<file path="src/rtl/por_pkg.sv">
// Shared definitions for the POR reset-release path: FSM encoding, voter and
// default parameter values.
package por_pkg;

  localparam int unsigned DEF_SYNC_STAGES    = 2;
  localparam int unsigned DEF_HOLD_CYCLES    = 16;
  localparam int unsigned DEF_MISMATCH_LIMIT = 4;
  localparam int unsigned DEF_CNT_W          = 4;

  // Code 2'd3 is unused and is decoded as HOLD by the FSM.
  typedef enum logic [1:0] {
    ST_HOLD  = 2'd0,
    ST_COUNT = 2'd1,
    ST_RUN   = 2'd2
  } por_state_e;

  function automatic logic maj3(input logic [2:0] v);
    return (v[0] & v[1]) | (v[0] & v[2]) | (v[1] & v[2]);
  endfunction

endpackage

</file>
<file path="src/rtl/por_sync_bit.sv">
// Synchroniser chain for one POR status bit; resets to 1 (POR assumed active).
module por_sync_bit
  import por_pkg::*;
#(
  parameter int unsigned SYNC_STAGES = DEF_SYNC_STAGES
) (
  input  logic clk,
  input  logic rst,
  input  logic d,
  output logic q
);

  logic [SYNC_STAGES-1:0] chain_q;
  logic [SYNC_STAGES-1:0] chain_d;

  always_comb begin
    chain_d = {chain_q[SYNC_STAGES-2:0], d};
  end

  always_ff @(posedge clk) begin
    if (rst) chain_q <= '1;
    else     chain_q <= chain_d;
  end

  assign q = chain_q[SYNC_STAGES-1];

endmodule

</file>
<file path="src/rtl/por_reset_release.sv">
// Votes three synchronised POR bits, holds sys_rst_o until POR has been clear
// for HOLD_CYCLES, and monitors bit disagreement and POR re-assertions.
module por_reset_release
  import por_pkg::*;
#(
  parameter int unsigned SYNC_STAGES    = DEF_SYNC_STAGES,
  parameter int unsigned HOLD_CYCLES    = DEF_HOLD_CYCLES,
  parameter int unsigned MISMATCH_LIMIT = DEF_MISMATCH_LIMIT,
  parameter int unsigned CNT_W          = DEF_CNT_W
) (
  input  logic             clk,
  input  logic             rst,
  input  logic [2:0]       por_status,
  input  logic             err_clr,
  output logic             sys_rst_o,
  output logic             ready,
  output logic             por_voted,
  output logic             mismatch_err,
  output logic [CNT_W-1:0] por_count
);

  localparam int unsigned HOLD_W = $clog2(HOLD_CYCLES);
  localparam int unsigned MIS_W  = $clog2(MISMATCH_LIMIT + 1);
  localparam logic [HOLD_W-1:0] HOLD_LAST = HOLD_W'(HOLD_CYCLES - 1);
  localparam logic [MIS_W-1:0]  MIS_MAX   = MIS_W'(MISMATCH_LIMIT);

  logic [2:0] sync_bits;
  logic       disagree;

  for (genvar i = 0; i < 3; i++) begin : g_sync
    por_sync_bit #(.SYNC_STAGES(SYNC_STAGES)) u_sync (
      .clk (clk),
      .rst (rst),
      .d   (por_status[i]),
      .q   (sync_bits[i])
    );
  end

  assign por_voted = maj3(sync_bits);
  assign disagree  = (sync_bits != 3'b000) && (sync_bits != 3'b111);

  por_state_e        state_q, state_d;
  logic [HOLD_W-1:0] hold_cnt_q, hold_cnt_d;
  logic              sys_rst_q, sys_rst_d;
  logic              ready_q, ready_d;

  always_ff @(posedge clk) begin
    if (rst) begin
      state_q    <= ST_HOLD;
      hold_cnt_q <= '0;
      sys_rst_q  <= 1'b1;
      ready_q    <= 1'b0;
    end else begin
      state_q    <= state_d;
      hold_cnt_q <= hold_cnt_d;
      sys_rst_q  <= sys_rst_d;
      ready_q    <= ready_d;
    end
  end

  always_comb begin
    state_d    = state_q;
    hold_cnt_d = hold_cnt_q;
    case (state_q)
      ST_HOLD: begin
        if (!por_voted) begin
          state_d    = ST_COUNT;
          hold_cnt_d = '0;
        end
      end
      ST_COUNT: begin
        if (por_voted)                    state_d    = ST_HOLD;
        else if (hold_cnt_q == HOLD_LAST) state_d    = ST_RUN;
        else                              hold_cnt_d = hold_cnt_q + HOLD_W'(1);
      end
      ST_RUN: begin
        if (por_voted) state_d = ST_HOLD;
      end
      default: begin
        state_d    = ST_HOLD;
        hold_cnt_d = '0;
      end
    endcase
  end

  // Outputs decode the next state so they register on the same edge as it.
  always_comb begin
    sys_rst_d = (state_d != ST_RUN);
    ready_d   = (state_d == ST_RUN);
  end

  assign sys_rst_o = sys_rst_q;
  assign ready     = ready_q;

  logic [MIS_W-1:0] mis_cnt_q, mis_cnt_d;
  logic             err_q, err_d;
  logic             mis_set;
  logic [CNT_W-1:0] cnt_q, cnt_d;
  logic             prev_voted_q, prev_voted_d;
  logic             por_rise;

  always_comb begin
    mis_cnt_d = '0;
    if (disagree) mis_cnt_d = (mis_cnt_q == MIS_MAX) ? mis_cnt_q : mis_cnt_q + MIS_W'(1);
    mis_set = disagree && (mis_cnt_d == MIS_MAX);
    if (mis_set)      err_d = 1'b1;
    else if (err_clr) err_d = 1'b0;
    else              err_d = err_q;

    por_rise     = por_voted && !prev_voted_q;
    prev_voted_d = por_voted;
    if (err_clr)                      cnt_d = CNT_W'(por_rise);
    else if (por_rise && cnt_q != '1) cnt_d = cnt_q + CNT_W'(1);
    else                              cnt_d = cnt_q;
  end

  always_ff @(posedge clk) begin
    if (rst) begin
      mis_cnt_q    <= '0;
      err_q        <= 1'b0;
      cnt_q        <= '0;
      prev_voted_q <= 1'b1;
    end else begin
      mis_cnt_q    <= mis_cnt_d;
      err_q        <= err_d;
      cnt_q        <= cnt_d;
      prev_voted_q <= prev_voted_d;
    end
  end

  assign mismatch_err = err_q;
  assign por_count    = cnt_q;

endmodule

</file>
<file path="config.mk">
export PLATFORM = sky130hd
export DESIGN_NAME = por_reset_release
export DESIGN_NICKNAME = d
export VERILOG_FILES = /design/src/rtl/por_pkg.sv /design/src/rtl/por_sync_bit.sv /design/src/rtl/por_reset_release.sv
export SDC_FILE = /design/constraint.sdc
export NUM_CORES = 1
export LEC_CHECK = 0
export BUFFER_PORTS_ARGS = -buffer_cell sky130_fd_sc_hd__buf_4
export CORE_MARGIN = 2
export CORE_UTILIZATION = 40
export CTS_BUF_LIST = sky130_fd_sc_hd__clkbuf_8
export CTS_CLUSTER_SIZE = 24
export DETAILED_ROUTE_END_ITERATION = 7
export GPL_ROUTABILITY_DRIVEN = 1
export SETUP_SLACK_MARGIN = 0.5
export SLEW_MARGIN = 20
export SYNTH_ARGS = -nofsm -noshare
export SYNTH_HDL_FRONTEND = slang
export SYNTH_SLANG_ARGS = --single-unit
</file>
<file path="constraint.sdc">
create_clock -name clk -period 1.6 [get_ports clk]
set_clock_uncertainty 0.1 [all_clocks]
set_input_delay 0.16 -clock clk [delete_from_list [all_inputs] [get_ports clk]]
set_output_delay 0.16 -clock clk [all_outputs]
set_load 0.01 [all_outputs]
</file>
[After elaboration in Yosys (flattened, before gate mapping)]
Index checks and enable logic that the tools add are counted.
Cells by class
  shift operators: 0
  multiply operators: 0
  divide/modulo/power cells: 0
  reduce and logical (&&, ||, !) cells: 11
  bitwise operators: 6
  eq/ne operators: 12
  multiplexer cells: 15
  magnitude comparators: 0
  add/sub/neg operators: 3
Operator list (count)
  4-bit 2-to-1 mux: 3
  4-bit one-hot mux with 3 select lines: 1
  4-bit by 1-bit adder with 4-bit output, second input constant: 2
  2-bit 2-to-1 mux: 4
  2-bit != test, second input constant: 4
  3-bit equality test, second input constant: 2
  3-bit 2-to-1 mux: 2
  2-bit one-hot mux with 3 select lines: 1
  2-bit equality test, second input constant: 2
  4-bit equality test, second input constant: 1
  1-bit logical AND: 4
  1-bit 2-to-1 mux: 4
  4-bit != test, second input constant: 1
  4-bit AND reduction: 1
  2-bit nonzero test: 2
  3-bit by 1-bit adder with 3-bit output, second input constant: 1
  1-bit bitwise AND: 3
  3-bit != test, second input constant: 1
  3-bit nonzero test: 1
  2-bit by 1-bit equality test with 1-bit output, second input constant: 1
  2-bit logical NOT: 1
  1-bit OR: 2
  2-bit OR reduction: 1
  1-bit logical NOT: 1
  1-bit inverter: 1
Word-level totals
  memory bits (read-only): 0
  memories: 0
  register bits: 23
  latch bits: 0
  input bits: 6
  bits in writable memories: 0
  word-level logic and storage cells: 59

[Longest topological paths before layout]
  depth after elaboration: 7
  depth in mapped cells: 5
  depth with buffers taken out: 5

[Hierarchy]
From an unflattened synthesis, not the netlist that was laid out.
Second synthesis, totals
  cell total of the unflattened synthesis: 106
  area total of the unflattened synthesis: 1018.5 µm²
By module, submodules not included
  por_reset_release: area each 860.8 µm², seq. area each 340.3 µm², cells an instance 94, times used 1
  por_sync_bit: area each 52.6 µm², seq. area each 40.0 µm², cells an instance 4, times used 3

[Worst setup path after synthesis]
Ideal clock, no wire load.
  kind: register to register
  start: reg hold_cnt_q[0]
  end: reg hold_cnt_q[0]
  path buffers: 0
  stages on the path, launching flop included: 5
  required time: 1426 ps
  path slack: 141 ps
  arrival: 1285 ps
  path through: dfxtp_1 > ha_1 > and3_1 > or4_1 > a31oi_1
Between the ends
  cells in the longest elaborated chain, start to end: 4
RTL lines
  from (decl): line por_reset_release.sv:43  | logic [HOLD_W-1:0] hold_cnt_q, hold_cnt_d;
  from (signal assigned): line por_reset_release.sv:55  | hold_cnt_q <= hold_cnt_d;
  4-bit by 1-bit adder with 4-bit output: line por_reset_release.sv:74  | else hold_cnt_d = hold_cnt_q + HOLD_W'(1);
  4-bit 2-to-1 mux: line por_reset_release.sv:73  | else if (hold_cnt_q == HOLD_LAST) state_d = ST_RUN;
  4-bit 2-to-1 mux: line por_reset_release.sv:72  | if (por_voted) state_d = ST_HOLD;
  4-bit one-hot mux with 3 select lines: line por_reset_release.sv:64  | case (state_q)
Several ways; a longest one is shown, not always the timed one. The select of a mux whose other input is x is not followed.
A chain may end at the register's enable or synchronous reset.

[Worst setup path after layout]
  start: reg g_sync[2].u_sync.chain_q[1]
  end: out por_voted
Between the ends
  cells in the longest elaborated chain, start to end: 3
RTL lines
  from (decl): line por_sync_bit.sv:13  | logic [SYNC_STAGES-1:0] chain_q;
  from (signal assigned): line por_sync_bit.sv:22  | else chain_q <= chain_d;
  1-bit bitwise AND: line por_pkg.sv:18  | return (v[0] & v[1]) | (v[0] & v[2]) | (v[1] & v[2]);
  1-bit OR: line por_pkg.sv:18
  1-bit OR (*): line por_pkg.sv:18
  to (decl): line por_reset_release.sv:17  | output logic por_voted,
Mark *: on every way between the ends. The rest lies on a longest branch, timed or not.

==> impl_metrics.ini <==
[sta]
rsz0062_at_grt = true
fin_setup_tns_ns = 0
relSlewSlack = 0.755
post-route-min-period_ns = 1.48
setup_violations = 0
hold_viol = 0
clock.fmax_mhz = 675
drv_slew = 0
min_period_over_period = 0.926
tightest_slew_ns = 0.367

[grt]
grt_pass1_vias = 764
overflow = 0
grt_max_degree = 18
grt_pass1_wl_mm = 3.30
grt_usage = 0.157
antenna_found_initial = 0

[worst_setup_path]
crit_fanout = 6
cp.arrival_ns = 1.22
crit_top_cell = buf_6
r2r_cells = 4
cp.required_ns = 1.34
crit_chain = maj3_2 -> buf_6 -> buf_6
cp_slowest_cell = maj3_2
end_kind = output port
critPathKind = reg2out
reg2reg_slack_ns = 0.12
cpPeakStageDelay_ns = 0.36
start_kind = register

[drt]
wl_per_cell_um = 12.4
drtIter0Drc = 9
first_pass_iters = 5
drc = 0
vias = 865
wl_mm = 2.04
antenna_left = 0
viasPerCell = 5.24

[logic_synthesis]
synth_area_leader_cell = dfxtp_1
synth.area.top_cells = dfxtp_1, ha_1, or2_2
syn_nets = 116
ys_seq_elements = 23
ys_warn_count = 0
yosysUniqueCellTypes = 38
yosys.area.top_type_share = 0.461
syn_avg_cell_area_sq_um = 9.43
ys_seq_area_frac = 0.461
synthesis.area_sq_um = 1000
synthCells = 106

[flow_run]
cap_violations = 0

[floorplanning]
start_util = 0.411
num_rows = 18
dieHeight_um = 54.0
core_sq_mm = 0.00243
die_area_sq_mm = 0.00291
die_w_um = 54.0
io_pins = 14

[clocking]
clk_latency_ns = 0.26
cts_made_buffers = 3
clkTransAtPathRegs_ns = 0.08
cts_max_level = 1
cts_tree = yes
clock_sinks = 23
ctsRootBufferMaster = clkbuf_8
cts_buffer_depth = 2

[worst_hold_path]
hold_depth = 3
hp-class = in2reg

[power]
p_total_mw = 1.04
power_density_mw_per_mm2 = 707
p_leak_nw = 0.553
ir_drop_mv = 0.634

[layout]
mostFrequentLayoutCell = buf_4
antennaDiodeCount = 0
nFillCells = 213
fin_nets = 146
drive_gt1_frac = 0.474
layout.cells.non_filler = 165
syn_to_final_growth_pct = 47.1
mostFrequentLayoutCells = buf_4, dfxtp_1, dfxtp_2

[place]
dpl.cell_count = 148
dp_hpwl_mm = 1.28
routabilityCongestion = 0.700
port_buffers = 13

[outcome]
status = complete, no violations
-- power by group --
part / internal, mW / switching, mW
registers: 0.578 / 0.00696
logic: 0.0536 / 0.0390
clock network: 0.174 / 0.187
total: 0.806 / 0.233
-- final timing paths --
| check | to | start |
|---|---|---|
| worst min-delay path | por_count[0]$_SDFFE_PP0P_ | err_clr |
| worst min register to register | g_sync[0].u_sync.chain_q[1]$_SDFF_PP1_ | g_sync[0].u_sync.chain_q[0]$_SDFF_PP1_ |
| worst max register to register | hold_cnt_q[1]$_SDFFE_PP0P_ | g_sync[2].u_sync.chain_q[1]$_SDFF_PP1_ |
| worst max-delay path | por_voted | g_sync[2].u_sync.chain_q[1]$_SDFF_PP1_ |
-- registers in the layout, summed over array words and instances, names as in the netlist --
register               flops
por_count                  4
g_sync.u_sync.chain_q      6
ready                      1
prev_voted_q               1
state_q                    2
mismatch_err               1
mis_cnt_q                  3
sys_rst_o                  1
hold_cnt_q                 4
-- routing by layer --
layer | share of wire | global-route usage
met4 | 0.0093 | 0.0625
met5 | 0 | 0
met3 | 0.033 | 0.0333
met2 | 0.48 | 0.256
met1 | 0.48 | 0.200
-- repair_timing --
| item | 4_1_cts | 5_1_grt |
|---|---|---|
| hold buffers | 4 | 0 |
| hold endpoints to repair | 4 | 0 |
| gates resized for setup | 14 | 10 |
| pin swaps | 5 | 5 |
| setup buffers | 6 | 3 |
| endpoints found under the setup margin | 20 | 18 |
-- critical path: cells and delay by family (launching register included) --
family,cells,cell delay (ns)
adders and majority gates,1,0.36
buffers and inverters,2,0.25
DFF,1,0.34
-- area by class of cell --
type / instances / area [sq um] / area share
clock buffers: 3 / 41.3 / 0.0281
clock inverters: 1 / 5.00 / 0.00340
inverters: 6 / 22.5 / 0.0153
multi-input cells: 74 / 639 / 0.435
flip-flops and latches: 23 / 482 / 0.328
well taps: 30 / 37.5 / 0.0255
repair buffers: 28 / 243 / 0.165
-- metrics by stage --
step | area, sq um | utilization | hold WS, ns | worst slack, ns
floorplan | 1090 | - | 0.139 | 0.201
global placement | 1220 | 0.504 | 0.246 | 0.135
detailed placement | 1220 | 0.504 | 0.248 | 0.107
CTS | 1410 | 0.578 | 0.0772 | 0.124
global route | 1470 | 0.604 | 0.0875 | 0.0767
finish | 1470 | 0.604 | 0.0809 | 0.118
-- cell usage after synthesis --
| library cell | instances |
|---|---|
| o21ai_0 | 1 |
| a21oi_1 | 2 |
| nor3_1 | 3 |
| or2_2 | 6 |
| a31oi_1 | 4 |
| nand3b_1 | 1 |
| nand3_1 | 1 |
| nor2_1 | 4 |
| maj3_2 | 1 |
| nor4b_1 | 1 |
| nand4b_1 | 2 |
| mux2i_1 | 2 |
| nand2_1 | 8 |
| a2bb2oi_1 | 1 |
| or3_1 | 3 |
| or4b_1 | 1 |
| o31ai_1 | 2 |
| dfxtp_1 | 23 |
| nor4_1 | 3 |
| o21a_1 | 2 |
| inv_1 | 6 |
| ha_1 | 4 |
| buf_2 | 1 |
| and3b_1 | 2 |
| or4_1 | 1 |
| a211oi_1 | 1 |
| and4_1 | 1 |
| o41ai_1 | 1 |
| o311ai_0 | 1 |
| and3_1 | 3 |
| a21boi_0 | 1 |
| nand2b_1 | 3 |
| a211o_1 | 1 |
| a22oi_1 | 1 |
| o211ai_1 | 2 |
| o22ai_1 | 1 |
| clkbuf_1 | 2 |
| nor2b_1 | 3 |
-- cell families (layout without fill, tap and decap cells) --
kind of cell	after synthesis	after routing	synth area share
AOI/OAI and AO/OA	21	21	0.149
adders and majority gates	5	5	0.0613
buffers and inverters	9	38	0.0350
DFF	23	23	0.461
muxes	2	2	0.0200
and+or+nand+nor	46	46	0.274
Note: power is estimated with default switching activity, not from simulation.
